--- src/rtl/rx_ltssm_sequencer.sv ---
// RX LTSSM substate sequencer: issues substate requests to the ordered-set checker,
// tracks retries/watchdog/forced re-detect, and owns the shared substate timer.
// Optional macro SEQ_TRANSITION_COUNT_EN adds the transitionCount output.
module rx_ltssm_sequencer #(
    parameter int TICKS_PER_UNIT  = 16,
    parameter int MAX_RETRIES     = 3,
    parameter int WATCHDOG_CYCLES = 4096
) (
    input  logic       clk,
    input  logic       reset,
    input  logic       start,
    input  logic       forceDetect,
    input  logic       finish,
    input  logic [3:0] exitTo,
    input  logic [5:0] setTimer,
    input  logic       enableTimer,
    input  logic       resetTimer,
    output logic [3:0] substate,
    output logic       timeOut,
    output logic       linkUp,
    output logic       trainingFail,
    output logic [3:0] retryCount,
    output logic       busy
`ifdef SEQ_TRANSITION_COUNT_EN
    ,
    output logic [7:0] transitionCount
`endif
);

    typedef enum logic [2:0] {
        S_IDLE   = 3'd0,
        S_PARK   = 3'd1,
        S_ISSUE  = 3'd2,
        S_WAIT   = 3'd3,
        S_LINKUP = 3'd4,
        S_FAILED = 3'd5
    } state_t;

    localparam logic [3:0] LP_PARK = 4'hF;
    localparam logic [3:0] LP_L0   = 4'd10;
    localparam logic [3:0] LP_MAXR = 4'(MAX_RETRIES);

    localparam int WDW_RAW = $clog2(WATCHDOG_CYCLES + 1);
    localparam int WDW     = (WDW_RAW < 2) ? 2 : WDW_RAW;
    localparam logic [WDW-1:0] LP_WD_MAX = WDW'(WATCHDOG_CYCLES - 1);
    localparam logic [WDW-1:0] LP_WD_MIN = WDW'(2);

    localparam logic [15:0] LP_TICK_MAX = 16'(TICKS_PER_UNIT - 1);

    state_t         r_state;
    logic [3:0]     r_target;
    logic [3:0]     r_retry;
    logic [WDW-1:0] r_wd;
    logic [3:0]     r_substate;
    logic           r_link_up;
    logic           r_training_fail;
    logic           r_busy;

    logic [15:0]    r_presc;
    logic [5:0]     r_units;
    logic           r_timeout;

    logic           w_in_wait;
    logic           w_accept;
    logic           w_expire;
    logic           w_to_zero;
    logic [3:0]     w_retry_inc;

    // Decode finish acceptance and watchdog expiry for the current WAIT cycle
    always_comb begin
        w_in_wait   = (r_state == S_WAIT);
        w_accept    = w_in_wait && finish && (r_wd >= LP_WD_MIN);
        w_expire    = w_in_wait && !w_accept && (r_wd == LP_WD_MAX);
        w_to_zero   = w_expire || (w_accept && (exitTo == 4'd0));
        w_retry_inc = r_retry + 4'd1;
    end

    // Sequencer FSM; outputs are registered alongside the state they belong to
    always_ff @(posedge clk or negedge reset) begin
        if (!reset) begin
            r_state         <= S_IDLE;
            r_target        <= 4'd0;
            r_retry         <= 4'd0;
            r_wd            <= '0;
            r_substate      <= LP_PARK;
            r_link_up       <= 1'b0;
            r_training_fail <= 1'b0;
            r_busy          <= 1'b0;
        end else if (!start) begin
            r_state         <= S_IDLE;
            r_substate      <= LP_PARK;
            r_link_up       <= 1'b0;
            r_training_fail <= 1'b0;
            r_busy          <= 1'b0;
        end else if (forceDetect && (r_state != S_IDLE)) begin
            r_state         <= S_PARK;
            r_target        <= 4'd0;
            r_retry         <= 4'd0;
            r_substate      <= LP_PARK;
            r_link_up       <= 1'b0;
            r_training_fail <= 1'b0;
            r_busy          <= 1'b1;
        end else begin
            case (r_state)
                S_IDLE: begin
                    r_target   <= 4'd0;
                    r_retry    <= 4'd0;
                    r_substate <= LP_PARK;
                    r_busy     <= 1'b1;
                    r_state    <= S_PARK;
                end
                S_PARK: begin
                    r_substate <= r_target;
                    r_state    <= S_ISSUE;
                end
                S_ISSUE: begin
                    r_wd    <= '0;
                    r_state <= S_WAIT;
                end
                S_WAIT: begin
                    if (r_wd != LP_WD_MAX) begin
                        r_wd <= r_wd + WDW'(1);
                    end else begin
                        r_wd <= r_wd;
                    end
                    if (w_accept && (exitTo == LP_L0)) begin
                        r_substate <= LP_L0;
                        r_link_up  <= 1'b1;
                        r_busy     <= 1'b0;
                        r_state    <= S_LINKUP;
                    end else if (w_to_zero && (r_target != 4'd0)) begin
                        r_retry    <= w_retry_inc;
                        r_substate <= LP_PARK;
                        if (w_retry_inc == LP_MAXR) begin
                            r_training_fail <= 1'b1;
                            r_state         <= S_FAILED;
                        end else begin
                            r_target <= 4'd0;
                            r_state  <= S_PARK;
                        end
                    end else if (w_to_zero) begin
                        r_target   <= 4'd0;
                        r_substate <= LP_PARK;
                        r_state    <= S_PARK;
                    end else if (w_accept) begin
                        r_target   <= exitTo;
                        r_substate <= LP_PARK;
                        r_state    <= S_PARK;
                    end else begin
                        r_state <= S_WAIT;
                    end
                end
                S_LINKUP: begin
                    r_state <= S_LINKUP;
                end
                S_FAILED: begin
                    r_state <= S_FAILED;
                end
                default: begin
                    r_state    <= S_IDLE;
                    r_substate <= LP_PARK;
                    r_busy     <= 1'b0;
                end
            endcase
        end
    end

    // Substate timer: prescaler feeds a saturating unit count; timeOut is sticky until cleared
    always_ff @(posedge clk or negedge reset) begin
        if (!reset) begin
            r_presc   <= 16'd0;
            r_units   <= 6'd0;
            r_timeout <= 1'b0;
        end else if (!resetTimer) begin
            r_presc   <= 16'd0;
            r_units   <= 6'd0;
            r_timeout <= 1'b0;
        end else if (enableTimer) begin
            if (r_presc >= LP_TICK_MAX) begin
                r_presc <= 16'd0;
                if (r_units != 6'd63) begin
                    r_units <= r_units + 6'd1;
                end else begin
                    r_units <= r_units;
                end
            end else begin
                r_presc <= r_presc + 16'd1;
            end
            if (r_units >= setTimer) begin
                r_timeout <= 1'b1;
            end else begin
                r_timeout <= r_timeout;
            end
        end else begin
            r_presc   <= r_presc;
            r_units   <= r_units;
            r_timeout <= r_timeout;
        end
    end

`ifdef SEQ_TRANSITION_COUNT_EN
    logic [7:0] r_trans_cnt;

    // Count resolved requests (accepted finish or watchdog expiry), cleared when training starts
    always_ff @(posedge clk or negedge reset) begin
        if (!reset) begin
            r_trans_cnt <= 8'd0;
        end else if (start && (r_state == S_IDLE)) begin
            r_trans_cnt <= 8'd0;
        end else if (start && !forceDetect && (w_accept || w_expire) && (r_trans_cnt != 8'd255)) begin
            r_trans_cnt <= r_trans_cnt + 8'd1;
        end else begin
            r_trans_cnt <= r_trans_cnt;
        end
    end

    assign transitionCount = r_trans_cnt;
`endif

    assign substate     = r_substate;
    assign timeOut      = r_timeout;
    assign linkUp       = r_link_up;
    assign trainingFail = r_training_fail;
    assign retryCount   = r_retry;
    assign busy         = r_busy;

endmodule

--- config.mk ---
export PLATFORM = sky130hd
export DESIGN_NAME = rx_ltssm_sequencer
export DESIGN_NICKNAME = d
export VERILOG_FILES = /design/src/rtl/rx_ltssm_sequencer.sv
export SDC_FILE = /design/constraint.sdc
export NUM_CORES = 1
export LEC_CHECK = 0
export ABC_AREA = 1
export CELL_PAD_IN_SITES_DETAIL_PLACEMENT = 1
export CELL_PAD_IN_SITES_GLOBAL_PLACEMENT = 1
export CORE_UTILIZATION = 38
export DETAILED_ROUTE_END_ITERATION = 7
export GPL_TIMING_DRIVEN = 1
export PLACE_DENSITY = 0.83
export SLEW_MARGIN = 20
export SYNTH_ARGS = -nofsm -noshare
export SYNTH_HDL_FRONTEND = slang
export SYNTH_SLANG_ARGS = --single-unit
--- constraint.sdc ---
create_clock -name clk -period 1.61 [get_ports clk]
set_input_delay 0.161 -clock clk [delete_from_list [all_inputs] [get_ports clk]]
set_output_delay 0.161 -clock clk [all_outputs]
set_load 0.05 [all_outputs]
; ---- Word level (Yosys, flattened, before mapping)
; Index checks and enable logic that the tools add are counted.
; W data, S select, Z words.
[totals]
n_memories = 0
mem_bits_rw = 0
romBits = 0
latchBits = 0
output_inout_bits = 12
reg_bits = 54
[classes]
n_eq_ne = 28
n_reduce_logical = 27
bitwise = 1
n_mul = 0
shifts = 0
add_sub_neg = 4
div = 0
muxes = 52
magnitude_cmp = 3
[op_table]
columns = op, count
row1 = $mux W4, 15
row2 = $mux W16, 3
row3 = $pmux W13 S2, 1
row4 = $mux W6, 4
row5 = $pmux W3 S6, 1
row6 = $add A16 B1 Y16 const B, 1
row7 = $ge A16 B4 Y1 const B, 1
row8 = $mux W1, 16
row9 = $pmux W4 S2, 2
row10 = $mux W3, 5
row11 = $ne A3 B1 Y1 const B, 5
row12 = $add A13 B1 Y13 const B, 1
row13 = $eq A13 B12 Y1 const B, 1
row14 = $ge A13 B2 Y1 const B, 1
row15 = $mux W13, 1
row16 = $ne A13 B12 Y1 const B, 1
row17 = $pmux W4 S3, 1
row18 = $reduce_and A4 Y1, 3
row19 = $logic_and A1 B1 Y1, 8
row20 = $ne A2 B1 Y1 const B, 4
row21 = $reduce_and A2 Y1, 4
row22 = $ne A7 B2 Y1 const B, 1
row23 = $add A6 B1 Y6 const B, 1
row24 = $eq A3 B2 Y1 const B, 2
row25 = other kinds (27), 32

; ---- Logic depth before layout (Yosys ltp)
; Gate-level depths: netlist of the first run.
[logic_depth]
word_depth = 13
mapped_depth = 13

; ---- Worst setup path after synthesis of the first run
; Ideal clock, no wire load.
[synth_timing]
path_type = reg-to-reg
start = register r_wd[0]
end = register r_retry[1], in the netlist retryCount[1]
required_ps = 1489
stages_incl_launch_ff = 12
arrival_ps = 1639
slack_ps = -149
setup_time_ps = 121
cell_sequence = dfrtp_1 > inv_1 > ha_1 > or2_2 > nor2_1 > nand2_1 > nand3_1 > nand2_2 > nor2_4 > inv_2 > nand3_1 > nand2_1
[synth_via]
elab_chain_len = 9
elab_cells_between_ends = 13
classes_between = 1 x order compare / 3 x eq/ne / 9 x reduce/logical
[synth_lines]
columns = element, line
row1 = from (decl), 53  ; logic [WDW-1:0] r_wd;
row2 = from (signal assigned), 122  ; r_wd <= r_wd + WDW'(1);
row3 = from (signal assigned), 124  ; r_wd <= r_wd;
row4 = $ge A13 B2 Y1, 72  ; w_accept = w_in_wait && finish && (r_wd >= LP_WD_MIN);
row5 = $logic_and A1 B1 Y1, 72
row6 = $logic_not A1 Y1, 73  ; w_expire = w_in_wait && !w_accept && (r_wd == LP_WD_MAX);
row7 = $logic_and A1 B1 Y1 (2 in series), 73
row8 = $logic_or A1 B1 Y1, 74  ; w_to_zero = w_expire || (w_accept && (exitTo == 4'd0));
row9 = $logic_and A1 B1 Y1, 131  ; end else if (w_to_zero && (r_target != 4'd0)) begin
row10 = $ne A3 B1 Y1 (no source line), --
row11 = $reduce_and A4 Y1 (no source line) *, --
row12 = to (signal assigned), 132  ; r_retry <= w_retry_inc;
row13 = to (decl), 52  ; logic [3:0] r_retry;
; Every way passes the cells marked *; elsewhere a longest branch is shown, timed or not.
; A chain may end at the register's enable or synchronous reset.

; ---- Final worst setup path of the first run
[layout_timing]
start = register r_wd[0]
end = register r_substate[0], in the netlist substate[0]
[layout_via]
elab_chain_len = 12
elab_cells_between_ends = 18
classes_between = 1 x order compare / 2 x eq/ne / 6 x mux / 9 x reduce/logical
[layout_lines]
columns = element, line
row1 = $ge A13 B2 Y1, 72
row2 = $logic_and A1 B1 Y1, 72
row3 = $logic_not A1 Y1, 73
row4 = $logic_and A1 B1 Y1 (2 in series), 73
row5 = $logic_or A1 B1 Y1, 74
row6 = $mux W4 / $logic_and A1 B1 Y1 (equally long branches), "141, 131"
row7 = $mux W4, 131
row8 = $mux W4, 126  ; if (w_accept && (exitTo == LP_L0)) begin
row9 = $pmux W4 S3, 104  ; case (r_state)
row10 = $mux W4, 95  ; end else if (forceDetect && (r_state != S_IDLE)) begin
row11 = $mux W4, 89  ; end else if (!start) begin
row12 = to (signal assigned), 113  ; r_substate <= r_target;
row13 = to (decl), 54  ; logic [3:0] r_substate;
; Parallel ways exist; a longest one is shown, timed or not.

==> results of run 1 <==
==> how the worst max path moves through the flow <==
stage	end	cells after the start
CTS	r_target[1]$_DFFE_PN0P_	10
global route	substate[0]$_DFFE_PN1P_	13
detailed placement	retryCount[2]$_DFFE_PN0P_	12
global placement	retryCount[1]$_DFFE_PN0P_	12
finish	substate[0]$_DFFE_PN1P_	13
floorplan	retryCount[2]$_DFFE_PN0P_	11
==> sequential cells by signal, indices dropped and copies added (netlist names) <==
signal and cells:
retryCount 4, linkUp 1, trainingFail 1, r_wd 13, r_state 3, busy 1
substate 4, r_units 6, r_presc 16, timeOut 1, r_target 4
==> per-layer routing <==
layer  vias to the layer above  routed length [um]  GRT usage
li1                       1413                   -          -
met1                      1521                4130      0.258
met2                        86                5600      0.432
met3                        37                 321     0.0431
met4                         0                 452      0.100
met5                         -                   0          0
==> metrics by stage <==
step                setup TNS [ns]   util  total power, W  hold WS, ns  instance area (sq um)
floorplan                   -0.251      -         0.00219       -0.135                   3120
global placement             -1.01  0.487         0.00255        0.114                   3780
detailed placement           -2.89  0.487         0.00263        0.114                   3780
CTS                          -1.65  0.523         0.00370        0.292                   4060
global route                 -7.36  0.546         0.00411        0.323                   4240
finish                       -4.93  0.546         0.00393        0.308                   4240
==> area by class of cell <==
cell class | count | area [sq um] | area share
multi-input combinational | 262 | 1680 | 0.396
sequential | 54 | 1360 | 0.321
timing repair buffer | 82 | 689 | 0.163
inverter | 68 | 265 | 0.0626
tap | 102 | 128 | 0.0301
clock buffer | 5 | 68.8 | 0.0162
clock inverter | 3 | 47.5 | 0.0112
==> cells by family after synthesis <==
logic type,share of synthesized area
adders and majority gates,0.0490
buffers and inverters,0.0898
and+or+nand+nor,0.324
DFF,0.442
AOI/OAI and AO/OA,0.0718
xor gates and xnor gates,0.0228
==> what timing repair did <==
action | CTS | global route
hold endpoints to repair | 14 | 0
gates resized for setup | 30 | 36
pin swaps | 17 | 18
hold buffers | 1 | 0
endpoints found under the setup margin | 32 | 37
setup buffers | 6 | 7
==> power breakdown <==
part           switching, W  internal [W]  leakage [nW]
sequential         0.000168       0.00150         0.720
combinational      0.000783      0.000513          1.22
clock              0.000494      0.000473        0.0587
==> Yosys cell counts (all sizes together) <==
cell      n  area (sq um)
o21a      1          7.51
a211oi    2          15.0
nor3      5          25.0
a21oi    14          73.8
nand2    81           337
nand4    18           128
xnor2     3          26.3
o2111ai   1          8.76
a31oi     1          6.26
xor2      5          43.8
nand3    24           130
clkinv    1          3.75
o22ai     1          6.26
buf       2          16.3
dfrtp    50          1250
nand3b    4          30.0
dfstp     4           105
and3      2          12.5
clkbuf    1          3.75
o21ai    16          80.1
o31ai     2          15.0
nand2b    2          12.5
inv      67           251
nor2     60           277
o211ai    1          7.51
nor4      4          25.0
ha       12           150
or2       3          18.8
==> metrics.cfg, run 1 <==
[route]
vias_per_cell = 5.31
first_iter_violations = 128
drc = 0
vias = 3057
wl_um = 10500
wl_per_cell_um = 18.2
dr.pass1.iters = 4
drt.antenna.violating_nets = 0

[critical_path]
path_max_fanout = 4
cp.arrival_ns = 2.16
rrSetupSlack_ns = -0.30
reg2reg_from = r_wd[0]$_DFFE_PN0P_
end_kind = flop
path_cells = inv_2, ha_4, or2_4, nor2_4, nand2_4, nand2_4, nand2_4, inv_4, nand2_2, nand2_2, nand2_4, nor2_1, nor2_1
reg2reg_to = substate[0]$_DFFE_PN1P_
critPathTopFamily = simple AND/OR/NAND/NOR gates
rr_worst_depth = 13
crit_start = r_wd[0]$_DFFE_PN0P_
critical_path_required_ns = 1.86
max_stage_delay_ns = 0.43
crit_type = flop to flop
crit_top_cell = nand2_4
critPathLaunchType = flop
critical_path_buf_inv_count = 2
slowest_stage = dfrtp_1

[synth]
syn_inst = 387
synth_nets = 416
ys_ff_latch = 54
syn_avg_cell_area_sq_um = 7.92
yosys_warnings = 0
yosysSeqAreaShare = 0.442
syn_area_sq_um = 3070
synth_cell_types = 39

[layout]
layout_commonest_cell = buf_4
mostFrequentLayoutCells = buf_4, nand2_1, inv_1
area_growth_pct = 38.2
layoutNonFillerInstCount = 576
nNetsFinal = 502
layout-drive-gt1-share = 0.335
antenna_cells = 0
fillers = 940

[grt]
grt.overflow.total = 0
grt_pass1_vias = 3231
track_usage = 0.232
grt_max_degree = 41
grt_first_pass_wirelength_um = 15300
antenna_found_initial = 0

[cts]
cts_buffer_depth = 2
cts_root_buf = clkbuf_8
cts_inserted_buffers = 5
clock_latency_ns = 0.32
clock_sinks = 54
htreeDepth = 2
cts_tree = done
clk_pin_slew_ns = 0.11

[pwr]
ir_worst_vdd_mv = 0.667
power.leakage_nw = 2.00
power_density_nw_per_um2 = 927

[timing]
rsz0062_at_grt = true
hold_viol = 0
setup-violations-final = 30
drv_slew = 0
tightest_slew_ns = 0.425
slew_headroom = 0.717
max_clock_freq_mhz = 524
fin_crit_ns = 1.91
final.period_utilization = 1.18
finalClockSkew_ns = 0.00636
timing.final.ws_setup_ns = -0.297

[placement]
gp_congestion = 0.846
io_buffers = 28
dp_cells = 554
post-dp-hpwl_um = 6310
dp_slack_ns = -0.179

[floorplanning]
dieArea_sq_um = 8430
die_w_um = 91.8
die_h_um = 91.8
start_util = 0.395
io_pins = 29
design.core.area_sq_um = 7770
rows = 32

[worst_hold_path]
min_path_type = input pin to asynchronous set/reset pin

[run]
drv_cap = 0

[outcome]
failed_checks = negative setup slack
status = finished, violations left

(Power assumes the default switching activity.)
==> inputs of run 2 (changes only) <==
- SKIP_LAST_GASP: unset -> 1
==> metrics.cfg, run 2 (synthesis results as in run 1) <==
[outcome]
status = finished, violations left
failed_checks = negative setup slack

[critical_path]
crit_type = flop to flop
max_stage_delay_ns = 0.42  ; about the same
critPathLaunchType = flop
reg2reg_from = r_wd[0]$_DFFE_PN0P_
cp.arrival_ns = 2.03  ; -0.13 ns
crit_top_cell = nand2_4
critPathTopFamily = simple AND/OR/NAND/NOR gates
slowest_stage = dfrtp_1
critical_path_buf_inv_count = 1  ; -1
crit_start = r_wd[0]$_DFFE_PN0P_
rrSetupSlack_ns = -0.22  ; +0.08 ns
end_kind = flop
path_max_fanout = 5  ; +1
critical_path_required_ns = 1.81  ; -0.05 ns
path_cells = inv_2, ha_4, or2_4, nor2_4, nand2_4, nand3_4, nand2_4, nor2_4, nand2_4, nand3_2, nand2_1

[timing]
fin_crit_ns = 1.83  ; -0.0801 ns
finalClockSkew_ns = 0.00848  ; +0.00212 ns
final.period_utilization = 1.13  ; -0.0498
totalNegativeSetupSlack_ns = -3.66  ; +1.27 ns
tightest_slew_ns = 0.422  ; -0.00272 ns
whs_ns = 0.307  ; -0.00137 ns
rsz0062_at_grt = true
drv_slew = 0  ; unchanged
timing.final.ws_setup_ns = -0.217  ; +0.0801 ns
setup-violations-final = 30  ; unchanged
hold_viol = 0  ; unchanged
slew_headroom = 0.719  ; +0.00182
max_clock_freq_mhz = 547  ; +4.4%

[cts]
cts_buffer_depth = 2  ; unchanged
clock_latency_ns = 0.31  ; about the same
cts_inserted_buffers = 5  ; unchanged
clock_sinks = 54  ; unchanged
htreeDepth = 2  ; unchanged
cts_tree = done
clk_pin_slew_ns = 0.11  ; about the same
cts_root_buf = clkbuf_8

[run]
drv_cap = 0  ; unchanged

[grt]
grt_first_pass_wirelength_um = 15300  ; unchanged
antenna_found_initial = 0  ; unchanged
grt_max_degree = 41  ; unchanged
track_usage = 0.232  ; unchanged
grt_pass1_vias = 3231  ; unchanged
grt.overflow.total = 0  ; unchanged

[route]
vias_per_cell = 5.22  ; -1.7%
dr.pass1.iters = 4  ; unchanged
vias = 3005  ; -1.7%
drt.antenna.violating_nets = 0  ; unchanged
first_iter_violations = 94  ; -27%
wl_um = 9760  ; -7.1%
wl_per_cell_um = 16.9  ; -7.1%
drc = 0  ; unchanged

[layout]
layout-drive-gt1-share = 0.329  ; -0.00633
top_register = r_presc
design_area_sq_um = 4230  ; -0.24%
layoutNonFillerInstCount = 576  ; unchanged
top_regs = r_presc: 16 flops, r_wd: 13 flops, r_units: 6 flops
fillers = 941  ; +0.11%
area_growth_pct = 37.9
nNetsFinal = 502  ; unchanged
mostFrequentLayoutCells = nand2_1, buf_4, inv_1
largest_reg_flops = 16  ; unchanged
antenna_cells = 0  ; unchanged

[floorplanning]
die_h_um = 91.8  ; unchanged
die_w_um = 91.8  ; unchanged
design.core.area_sq_um = 7770  ; unchanged
io_pins = 29  ; unchanged
start_util = 0.395  ; unchanged
dieArea_sq_um = 8430  ; unchanged
rows = 32  ; unchanged

[pwr]
power.leakage_nw = 2.00  ; about the same
power_density_nw_per_um2 = 919  ; -0.89%
ir_worst_vdd_mv = 0.620  ; -7.1%

[placement]
post-dp-hpwl_um = 6310  ; unchanged
dp_cells = 554  ; unchanged
dpl_cell_area_sq_um = 3780  ; unchanged
gp_congestion = 0.846  ; unchanged
io_buffers = 28  ; unchanged
dp_slack_ns = -0.179  ; unchanged

[worst_hold_path]
min_path_type = input pin to asynchronous set/reset pin

==> run 2: final timing paths <==
| check | endpoint | cells past startpoint |
|---|---|---|
| max reg2reg | r_target[3]$_DFFE_PN0P_ | 11 |
| max in group asynchronous | substate[1]$_DFFE_PN1P_ | 3 |
| min in group clk | r_presc[4]$_DFFE_PN0P_ | 2 |
| min reg2reg | r_presc[4]$_DFFE_PN0P_ | 2 |
| max | r_target[3]$_DFFE_PN0P_ | 11 |
| min | r_wd[10]$_DFFE_PN0P_ | 2 |
==> run 2: cell type report <==
type	instances	area (sq um)	share of cell area
multi-input combinational	262	1670	0.395
timing repair buffer	82	689	0.163
clock buffer	5	68.8	0.0163
clock inverter	3	47.5	0.0112
sequential	54	1360	0.322
inverter	68	263	0.0621
tap	102	128	0.0302
==> run 2: layer usage <==
layer,track usage,routed length [um]
met5,0,0
met3,0.0431,341
met4,0.100,382
met2,0.432,5200
met1,0.258,3830
==> run 2: where the power goes <==
group / internal, W / switching (W) / total, W
Sequential: 0.00150 / 0.000157 / 0.00166
Combinational: 0.000511 / 0.000753 / 0.00126
Clock: 0.000473 / 0.000492 / 0.000965
Total: 0.00248 / 0.00140 / 0.00389
==> run 2: worst register-to-register path, stage by stage, from the launching register on <==
cell     delay (ns)
dfrtp_1        0.42
inv_2          0.07
ha_4           0.16
or2_4          0.24
nor2_4         0.10
nand2_4        0.09
nand3_4        0.11
nand2_4        0.08
nor2_4         0.18
nand2_4        0.10
nand3_2        0.09
nand2_1        0.08
==> run 2: metrics by stage <==
step            util  total power, W
5_1_grt        0.544         0.00409
6_report       0.544         0.00389
3_3_place_gp   0.487         0.00255
4_1_cts        0.523         0.00370
3_5_place_dp   0.487         0.00263
2_1_floorplan      -         0.00219
==> run 2: timing repair <==
item                                    CTS  global route
hold buffers                              1             0
resized for setup                        30            32
endpoints found under the setup margin   32            37
pin swaps                                17            18
cloned                                    0             0
endpoints found under the hold margin    14             0
setup buffers                             6             7
==> inputs of run 3 (changes only) <==
- CORE_UTILIZATION: 38 -> 46
- PLACE_DENSITY: 0.83 -> 0.93
- clock period: 1.61 -> 2.15 ns (I/O delays scaled with it)
==> metrics.cfg, run 3 (synthesis results as in run 1) <==
[floorplanning]
design.core.area_sq_um = 6390  ; -18%
die_w_um = 83.7  ; -8.9%
rows = 29  ; -9.4%
io_pins = 29  ; unchanged
die_h_um = 83.7  ; -8.9%
dieArea_sq_um = 7000  ; -17%
start_util = 0.480  ; +0.0854

[cts]
cts_root_buf = clkbuf_8
cts_inserted_buffers = 5  ; unchanged
cts_buffer_depth = 2  ; unchanged
cts_tree = done
cts_setup_buffers = 0  ; -6
htreeDepth = 2  ; unchanged
clk_pin_slew_ns = 0.11  ; about the same
clock_latency_ns = 0.31  ; about the same
clock_sinks = 54  ; unchanged

[worst_hold_path]
min_path_type = input pin to asynchronous set/reset pin

[timing]
totalNegativeSetupSlack_ns = 0  ; +3.66 ns
max_clock_freq_mhz = 497  ; -9.1%
finalClockSkew_ns = 0.0127  ; +0.00417 ns
slew_headroom = 0.660  ; -0.0591
tightest_slew_ns = 0.509  ; +0.0870 ns
fin_crit_ns = 2.01  ; +0.184 ns
final.period_utilization = 0.935  ; -0.200
setup-violations-final = 0  ; -100%
drv_slew = 0  ; unchanged
hold_viol = 0  ; unchanged
rsz0062_at_grt = false

[pwr]
pwr-share-clk = 0.251  ; +0.003
ir_worst_vdd_mv = 0.423  ; -32%
power_density_nw_per_um2 = 682  ; -26%
p_seq_frac = 0.508  ; +0.082
p_comb_frac = 0.241  ; -0.084
power.leakage_nw = 1.70  ; -15%
p_int_w = 0.00159  ; -36%
power.switching_w = 0.000855  ; -39%
switching_share = 0.350  ; -0.0113

[route]
drc = 0  ; unchanged
wl_um = 8000  ; -18%
first_iter_violations = 98  ; +4.3%
wl_per_cell_um = 15.9  ; -6.1%
drt.antenna.violating_nets = 0  ; unchanged
dr.pass1.iters = 6  ; +2
vias = 2790  ; -7.2%
vias_per_cell = 5.55  ; +6.3%

[grt]
grt_first_pass_wirelength_um = 13700  ; -10%
grt_max_degree = 55  ; +34%
grt_pass1_vias = 2984  ; -7.6%
antenna_found_initial = 0  ; unchanged
grt.overflow.total = 0  ; unchanged
track_usage = 0.243  ; +0.0109

[critical_path]
slowest_stage = dfrtp_1
crit_type = flop to flop
path_max_fanout = 5  ; unchanged
rr_worst_depth = 11  ; unchanged
critPathLaunchType = flop
rrSetupSlack_ns = 0.14  ; +0.36 ns
path_cells = inv_1, ha_1, or2_2, nor2_1, nand2_1, nand3_2, nand2_2, nor2_4, nand2_2, nand3_1, nand2_1
max_stage_delay_ns = 0.40  ; -0.02 ns
crit_start = r_wd[0]$_DFFE_PN0P_
cp-endpoint = r_target[3]$_DFFE_PN0P_
cp.arrival_ns = 2.22  ; +0.19 ns
reg2reg_to = r_target[3]$_DFFE_PN0P_
critical_path_required_ns = 2.36  ; +0.55 ns
end_kind = flop
reg2reg_from = r_wd[0]$_DFFE_PN0P_

[layout]
area_growth_pct = 16.9
top_register = r_presc
mostFrequentLayoutCells = nand2_1, inv_1, nor2_1
largest_reg_flops = 16  ; unchanged
layout_commonest_cell = nand2_1
antenna_cells = 0  ; unchanged
nNetsFinal = 454  ; -9.6%
top_regs = r_presc: 16 flops, r_wd: 13 flops, r_units: 6 flops
final_util = 0.561  ; +0.0168
layout-drive-gt1-share = 0.115  ; -0.214

[placement]
gp_congestion = 0.881  ; +4.2%
post-dp-hpwl_um = 5890  ; -6.5%
io_buffers = 28  ; unchanged

[run]
drv_cap = 0  ; unchanged

[outcome]
status = complete, no violations

==> run 3: repair_timing <==
| item | CTS | global route |
|---|---|---|
| resized for setup | 0 | 3 |
| hold buffers | 1 | 0 |
| hold endpoints to repair | 50 | 0 |
| endpoints found under the setup margin | 0 | 10 |
==> run 3: how the worst min path moves through the flow <==
stage                                  end  slack (ns)  depth (start not counted)
finish              r_presc[6]$_DFFE_PN0P_        0.41                          3
global route        r_presc[6]$_DFFE_PN0P_        0.45                          3
CTS                 r_presc[6]$_DFFE_PN0P_        0.43                          3
detailed placement  r_presc[6]$_DFFE_PN0P_        0.24                          2
global placement    r_presc[6]$_DFFE_PN0P_        0.24                          2
floorplan                 busy$_DFFE_PN0P_       -0.08                          0
==> run 3: stage by stage <==
stage	cells	power, W	hold slack [ns]	setup slack (ns)	cell area (sq um)
2_1_floorplan	387	0.00162	-0.0806	0.391	3070
3_3_place_gp	494	0.00179	0.235	0.293	3470
3_5_place_dp	494	0.00183	0.238	0.134	3470
4_1_cts	503	0.00246	0.429	0.0929	3570
5_1_grt	503	0.00258	0.447	0.0112	3580
6_report	503	0.00244	0.405	0.139	3580
==> run 3: per-layer routing <==
layer | up-vias | wire [um] | global-route usage
met5 | - | 0 | 0
met4 | 0 | 178 | 0.0740
met3 | 23 | 273 | 0.0396
met2 | 63 | 4270 | 0.458
met1 | 1385 | 3280 | 0.281
li1 | 1319 | - | -
==> run 3: final cells by class <==
class,count,area (sq um)
fill,798,2800
multi-input combinational,262,1450
sequential,54,1360
timing repair buffer,34,335
inverter,68,255
tap,77,96.3
clock buffer,6,82.6
clock inverter,2,12.5
==> run 3: worst max-delay path, delay by kind of cell (launching register included) <==
family,cells,cell delay (ns)
adder cells (fa/ha/maj),1,0.20
buffers and inverters,1,0.11
flip-flops,1,0.40
AND/OR/NAND/NOR,9,1.20
==> run 3: power groups by stage <==
stage / sequential, W / clock, W / combinational, W
2_1_floorplan: 0.00126 / 0 / 0.000354
3_3_place_gp: 0.00125 / 0 / 0.000540
3_5_place_dp: 0.00126 / 0 / 0.000574
4_1_cts: 0.00124 / 0.000630 / 0.000588
5_1_grt: 0.00126 / 0.000656 / 0.000664
6_report: 0.00124 / 0.000614 / 0.000589
